`config.mk`:
```
export PLATFORM = sky130hd
export DESIGN_NAME = mul_div_unit
export DESIGN_NICKNAME = d
export VERILOG_FILES = /design/src/rtl/mul_div_unit.sv
export SDC_FILE = /design/constraint.sdc
export NUM_CORES = 2
export LEC_CHECK = 0
export CAP_MARGIN = 30
export CELL_PAD_IN_SITES_DETAIL_PLACEMENT = 0
export CELL_PAD_IN_SITES_GLOBAL_PLACEMENT = 1
export CORE_AREA = 2 2 326 393
export CTS_CLUSTER_SIZE = 12
export DETAILED_ROUTE_END_ITERATION = 10
export DIE_AREA = 0 0 328 395
export PLACE_DENSITY = 0.87
export RECOVER_POWER = 100
export SLEW_MARGIN = 30
export SYNTH_ARGS = -nofsm -noshare
export SYNTH_HDL_FRONTEND = slang
export SYNTH_SLANG_ARGS = --single-unit
```
`constraint.sdc`:
```
create_clock -name clk -period 21.5 [get_ports clk]
set_input_delay 4.3 -clock clk [delete_from_list [all_inputs] [get_ports clk]]
set_output_delay 4.3 -clock clk [all_outputs]
set_load 0.01 [all_outputs]
```
`src/rtl/mul_div_unit.sv`:
```
// Execute-stage multiply/divide unit: multi-cycle MULT/MULTU/DIV/DIVU,
// single-cycle MTHI/MTLO, and the architectural HI/LO registers.
module mul_div_unit #(
  parameter int MUL_CYCLES = 4,
  parameter int DIV_ITERS  = 32
) (
  input  logic        clk,
  input  logic        reset,
  input  logic        start,
  input  logic [5:0]  funct,
  input  logic [31:0] opA,
  input  logic [31:0] opB,
  output logic        busy,
  output logic        done,
  output logic [31:0] hi,
  output logic [31:0] lo
);

  localparam logic [5:0] F_MTHI  = 6'b010001;
  localparam logic [5:0] F_MTLO  = 6'b010011;
  localparam logic [5:0] F_MULT  = 6'b011000;
  localparam logic [5:0] F_MULTU = 6'b011001;
  localparam logic [5:0] F_DIV   = 6'b011010;
  localparam logic [5:0] F_DIVU  = 6'b011011;

  typedef enum logic [1:0] {S_IDLE, S_MUL, S_DIV, S_FIX} state_t;

  state_t      state, state_next;
  logic [4:0]  cnt;
  logic [31:0] op_a, op_b;
  logic        op_signed;
  logic [31:0] quo, rem, div_mag;
  logic        neg_q, neg_r, div_zero;
  logic        done_q;

  logic        start_mul, start_div;
  logic [63:0] ext_a, ext_b, product;
  logic [32:0] rem_shift, rem_diff;
  logic        q_bit;
  logic [31:0] rem_next;
  logic        div_sgn, a_neg, b_neg;

  assign start_mul = start && (funct == F_MULT || funct == F_MULTU);
  assign start_div = start && (funct == F_DIV  || funct == F_DIVU);

  // Sign-extend (or zero-extend) to 64 bits; the low 64 bits of the product
  // are then correct for both signed and unsigned operands.
  always_comb begin
    ext_a   = op_signed ? {{32{op_a[31]}}, op_a} : {32'd0, op_a};
    ext_b   = op_signed ? {{32{op_b[31]}}, op_b} : {32'd0, op_b};
    product = ext_a * ext_b;
  end

  // One restoring-division step: shift in the next dividend bit, try subtract.
  always_comb begin
    rem_shift = {rem, quo[31]};
    rem_diff  = rem_shift - {1'b0, div_mag};
    q_bit     = ~rem_diff[32];
    rem_next  = q_bit ? rem_diff[31:0] : rem_shift[31:0];
  end

  always_comb begin
    div_sgn = (funct == F_DIV);
    a_neg   = div_sgn & opA[31];
    b_neg   = div_sgn & opB[31];
  end

  always_ff @(posedge clk) begin
    if (reset) state <= S_IDLE;
    else       state <= state_next;
  end

  always_comb begin
    state_next = state;
    case (state)
      S_IDLE: begin
        if (start_mul)      state_next = S_MUL;
        else if (start_div) state_next = (opB == 32'd0) ? S_FIX : S_DIV;
      end
      S_MUL:   if (cnt == 5'd0) state_next = S_IDLE;
      S_DIV:   if (cnt == 5'd0) state_next = S_FIX;
      S_FIX:   state_next = S_IDLE;
      default: state_next = S_IDLE;
    endcase
  end

  always_comb begin
    busy = (state != S_IDLE);
    done = done_q;
  end

  always_ff @(posedge clk) begin
    if (reset) begin
      hi        <= 32'd0;
      lo        <= 32'd0;
      done_q    <= 1'b0;
      cnt       <= 5'd0;
      op_a      <= 32'd0;
      op_b      <= 32'd0;
      op_signed <= 1'b0;
      quo       <= 32'd0;
      rem       <= 32'd0;
      div_mag   <= 32'd0;
      neg_q     <= 1'b0;
      neg_r     <= 1'b0;
      div_zero  <= 1'b0;
    end else begin
      done_q <= 1'b0;
      case (state)
        S_IDLE: begin
          if (start) begin
            case (funct)
              F_MTHI: hi <= opA;
              F_MTLO: lo <= opA;
              F_MULT, F_MULTU: begin
                op_a      <= opA;
                op_b      <= opB;
                op_signed <= (funct == F_MULT);
                cnt       <= 5'(MUL_CYCLES - 1);
              end
              F_DIV, F_DIVU: begin
                op_a     <= opA;
                quo      <= a_neg ? -opA : opA;
                div_mag  <= b_neg ? -opB : opB;
                rem      <= 32'd0;
                neg_q    <= a_neg ^ b_neg;
                neg_r    <= a_neg;
                div_zero <= (opB == 32'd0);
                cnt      <= 5'(DIV_ITERS - 1);
              end
              default: ;
            endcase
          end
        end
        S_MUL: begin
          if (cnt == 5'd0) begin
            {hi, lo} <= product;
            done_q   <= 1'b1;
          end else begin
            cnt <= cnt - 5'd1;
          end
        end
        S_DIV: begin
          rem <= rem_next;
          quo <= {quo[30:0], q_bit};
          cnt <= cnt - 5'd1;
        end
        S_FIX: begin
          // Truncating negation makes 0x80000000 / -1 come out as 0x80000000.
          if (div_zero) begin
            lo <= 32'hFFFF_FFFF;
            hi <= op_a;
          end else begin
            lo <= neg_q ? -quo : quo;
            hi <= neg_r ? -rem : rem;
          end
          done_q <= 1'b1;
        end
        default: ;
      endcase
    end
  end

endmodule

```
Word level (Yosys, flattened, before mapping)
Index checks and enable logic that the tools add are counted.
{"block": "word_totals", "word_cells": 100, "ff_bits": 236, "inputBits": 73}
{"block": "classes", "bitwise": 4, "mul": 1, "eq_ne": 18, "add_sub_neg": 6, "mux": 35, "reduce_logical": 22}
{"op": "$mux W32", "n": 17}
{"op": "$pmux W32 S3", "n": 2}
{"op": "$mux W64", "n": 2}
{"op": "$neg A32 Y32", "n": 4}
{"op": "$pmux W32 S2", "n": 2}
{"op": "$mul A64 B64 Y64", "n": 1}
{"op": "$eq A6 B5 Y1 const B", "n": 6}
{"op": "$sub A33 B32 Y33", "n": 1}
{"op": "$logic_not A32 Y1", "n": 1}
{"op": "$pmux W5 S3", "n": 1}
{"op": "$reduce_and A3 Y1", "n": 5}
{"op": "$reduce_and A4 Y1", "n": 3}
{"op": "$mux W5", "n": 2}
{"op": "$ne A2 B2 Y1 const B", "n": 5}
{"op": "$pmux W5 S2", "n": 1}
{"op": "$mux W2", "n": 4}
{"op": "$pmux W2 S4", "n": 1}
{"op": "$reduce_bool A3 Y1", "n": 2}
{"op": "$logic_not A5 Y1", "n": 1}
{"op": "$sub A5 B1 Y5 const B", "n": 1}
{"op": "$eq A2 B2 Y1 const B", "n": 2}
{"op": "$ne A2 B1 Y1 const B", "n": 2}
{"op": "$reduce_bool A2 Y1", "n": 2}
{"op": "$reduce_or A2 Y1", "n": 2}
{"op": "12 further kinds", "n": 16}

Depth between registers and ports, before layout
{"block": "depth", "word_depth": 6, "mapped_depth": 36, "depth_no_buf": 33}

Least setup slack after synthesis
Ideal clock, no wire load.
{"block": "synth_timing", "path_type": "register to register", "from": "register op_a[31]", "to": "register hi[31]", "path_stages_with_launch": 31, "period_less_slack_ns": 9.114, "required_ns": 21.380, "arrival_ns": 8.994, "setup_slack_ns": 12.386, "path_buffers": 2, "path_cell_list": "dfxtp_1 > and2_1 > clkbuf_1 > clkbuf_1 > nand2_1 > fa_1 > inv_1 > fa_1 > fa_1 > inv_1 > fa_1 > inv_1 > fa_1 > fa_1 > fa_1 > fa_1 > fa_1 > inv_1 > fa_1 > inv_1 > ha_1 > a21o_1 > a21o_1 > a21oi_1 > o21ai_0 > a21o_1 > a21o_1 > or3_1 > o21ai_0 > or3_1 > nand3_1"}
{"block": "synth_via", "elab_chain_len": 4, "elab_cells_between_ends": 5, "classes_between": "mul (1); mux (4)"}
{"element": "from (decl)", "line": "30", "text": "logic [31:0] op_a, op_b;"}
{"element": "from (signal assigned)", "line": "116", "text": "op_a <= opA;"}
{"element": "from (signal assigned)", "line": "122", "text": "op_a <= opA;"}
{"element": "$mux W64", "line": "49", "text": "ext_a = op_signed ? {{32{op_a[31]}}, op_a} : {32'd0, op_a};"}
{"element": "$mul A64 B64 Y64", "line": "51", "text": "product = ext_a * ext_b;"}
{"element": "$mux W32", "line": "136", "text": "if (cnt == 5'd0) begin"}
{"element": "$pmux W32 S3 (*)", "line": "109", "text": "case (state)"}
{"element": "to (signal assigned)", "line": "113", "text": "F_MTHI: hi <= opA;"}
{"element": "to (signal assigned)", "line": "137", "text": "{hi, lo} <= product;"}
{"element": "to (signal assigned)", "line": "152", "text": "hi <= op_a;"}
{"element": "to (decl)", "line": "15", "text": "output logic [31:0] hi,"}
Mark *: on every way between the ends. The rest lies on a longest branch, timed or not. The select of a mux whose other input is x is not followed.
A chain may end at the register's enable or synchronous reset.

Final worst setup path
Ends and elaborated chain as after synthesis.

==> flow_metrics.tcl <==
set metrics [dict create \
    place_ws_ns 11.20 \
    hold_viol 0 \
    wl_mm 190 \
    die_area_mm2 0.130 \
    synth_commonest_cells "1585 x inv_1, 1420 x fa_1, 927 x nand2_1, 584 x and2_1, 372 x clkbuf_1" \
    finClkSkew_ns 0.0401 \
    timing.final.ws_setup_ns 9.16 \
    fin_crit_sh_pct 57.4 \
    async_flop_share_pct 0 \
    synth.area.top_cells "fa_1 46%, inv_1 9.5%, dfxtp_1 7.6%" \
    num_vias 47900 \
    use_met3_pct 3.85 \
    yosysTopAreaCell "fa_1" \
    ys_warn_count 0 \
    violations "max-capacitance violations, max-slew violations" \
    vias_per_cell 5.56 \
    rsz0062_at_grt "false" \
    power_leakage_nw 32.5 \
    max_stage_delay_ns 1.52 \
    h-tree-depth 1 \
    area_growth_pct 5.36 \
    ys_seq_area_share_pct 7.57 \
    drtAntennaViolNets 0 \
    tightest_slew_ns 4.13 \
    grt_use_met1_pct 39.8 \
    gr-usage-all-layers_pct 30.3 \
    drive_gt1_share_pct 2.42 \
    start_kind "flop" \
    synthMostInstantiatedCell "inv_1" \
    fin_crit_ns 12.34 \
    dp_hpwl_mm 157 \
    drv_cap 11 \
    ir_drop_uv 54.2 \
    drtIter0Drc 3374 \
    crit_family "adder cells" \
    cp_num_buf_inv 8 \
    grt_antenna_before_repair 6 \
    die_w_um 328 \
    top_usage_layer "met2" \
    synth_top_area_share_pct 45.5 \
    drcViolationCount 0 \
    crit_type "reg -> reg" \
    avgSynthCellArea_um2 8.81 \
    insertion_delay_ns 0.60 \
    floorplan.io_pins 139 \
    required_ns 22.00 \
    slowest_stage "clkbuf_1" \
    hold_slack_ns 0.454 \
    grtUsageMet2_pct 50.6 \
    power_density_mw_per_mm2 18.3 \
    grt_overflow 0 \
    status "finished with violations" \
    post_cts.repair.setup_buffers 0 \
    setup_viol 0 \
    root_buffer "clkbuf_16" \
    maxSlewViolCount 497 \
    cts_hold_buf 0 \
    drt-wirelength-per-cell_um 22.1 \
    fin_setup_tns_ns 0 \
    nets 8781 \
    synthDistinctLibCells 92 \
    hold_class "reg -> reg" \
    rows 143 \
    core_mm2 0.126 \
    gp_congestion 0.954 \
    crit_top_cell "fa_1" \
    cts_tree "built" \
    numCtsBuffers 25 \
    grt_pass1_wl_mm 301 \
    synthCells 7084 \
    floorplan.initialDensity_pct 49.6 \
    fin_util_pct 52.3 \
    ys_ff_latch 236 \
    critPathMaxFanout 42 \
    worstPathArrival_ns 12.84 \
    cts_num_sinks 236 \
    first_pass_iters 6 \
    grt_pass1_vias 51700 \
    clock.fmax_ghz 0.0810 \
    cts_resized 0 \
    grt_max_degree 87 \
    crit_path_end_kind "flop" \
    path_clk_slew_ns 0.06 \
    syn-num-nets 8927 \
    portBuffers 138 \
    synth.cell_area_mm2 0.0624 \
    ys.flop_type "dfxtp_1" \
    synth-edff-count 0 \
    die_h_um 395 \
    relSlewSlack_pct -175 \
    cts.path.max_buffers 3 \
]
final cells by class:
class                      count  area (µm²)
antenna                        2        5.00
clock buffer                  33         696
clock inverter                 4        41.3
fill                       11700       60000
inverter                    1586        5950
multi-input combinational   4862       50300
sequential                   236        4740
tap                         1667        2090
timing repair buffer         227        2010
logic make-up after synthesis:
group	count (synthesis)	share of synthesized area, %
and+or+nand+nor	1976	15.4
buffers and inverters	1986	12.0
muxes	25	0.405
AOI/OAI and AO/OA	839	8.60
DFF	236	7.57
xor gates and xnor gates	248	3.48
adders and majority gates	1774	52.6
sequential cells by signal, indices dropped and copies added, names as in the netlist, 2 cells and up:
signal / cells
hi: 32
op_a: 32
rem: 32
op_b: 32
state: 2
quo: 32
div_mag: 32
cnt: 5
lo: 32
placed cells by master, fill, tap and decap left out, types with 45 or more instances in the layout:
master,instances
dfxtp_1,226
xor2_1,90
nor2_1,195
nand3_1,45
xnor2_1,158
clkdlybuf4s50_1,70
dlygate4sd3_1,67
a211oi_1,52
and2_1,581
buf_4,79
fa_1,1420
a21oi_1,254
nand2_1,926
o21ai_0,204
ha_1,348
inv_1,1585
a21o_1,63
where the power goes:
| group | switching [mW] | internal [mW] |
|---|---|---|
| logic | 0.199 | 0.103 |
| clock network | 0.202 | 0.226 |
| registers | 0.0201 | 0.452 |
through the flow:
stage,power (mW),cell area [µm²],cells
2_1_floorplan,0.668,62400,7084
3_3_place_gp,0.777,65100,8578
3_5_place_dp,0.781,65100,8578
4_1_cts,1.20,65800,8615
5_1_grt,1.24,65800,8616
6_report,1.20,65800,8617
worst min-delay path, stage by stage (launching register included):
cell	delay, ns
dfxtp_1	0.31
nand2_1	0.05
a21oi_1	0.05
worst paths after layout:
| path | depth (start not counted) | start | slack, ns | end |
|---|---|---|---|---|
| max | 28 | op_a[31]$_SDFFE_PP0P_ | 9.16 | hi[31]$_SDFFE_PP0P_ |
| min | 2 | op_b[25]$_SDFFE_PP0P_ | 0.45 | op_b[25]$_SDFFE_PP0P_ |
| min reg2reg | 2 | op_b[25]$_SDFFE_PP0P_ | 0.45 | op_b[25]$_SDFFE_PP0P_ |
| max reg2reg | 28 | op_a[31]$_SDFFE_PP0P_ | 9.16 | hi[31]$_SDFFE_PP0P_ |
metal layers:
layer	routed length (µm)	up-vias	part of all wire [%]
li1	-	21000	-
met1	76100	24600	40
met2	91300	1863	48
met3	13500	419	7.1
met4	9250	0	4.9
met5	0	-	0
Power figures use the tool's default switching activity.
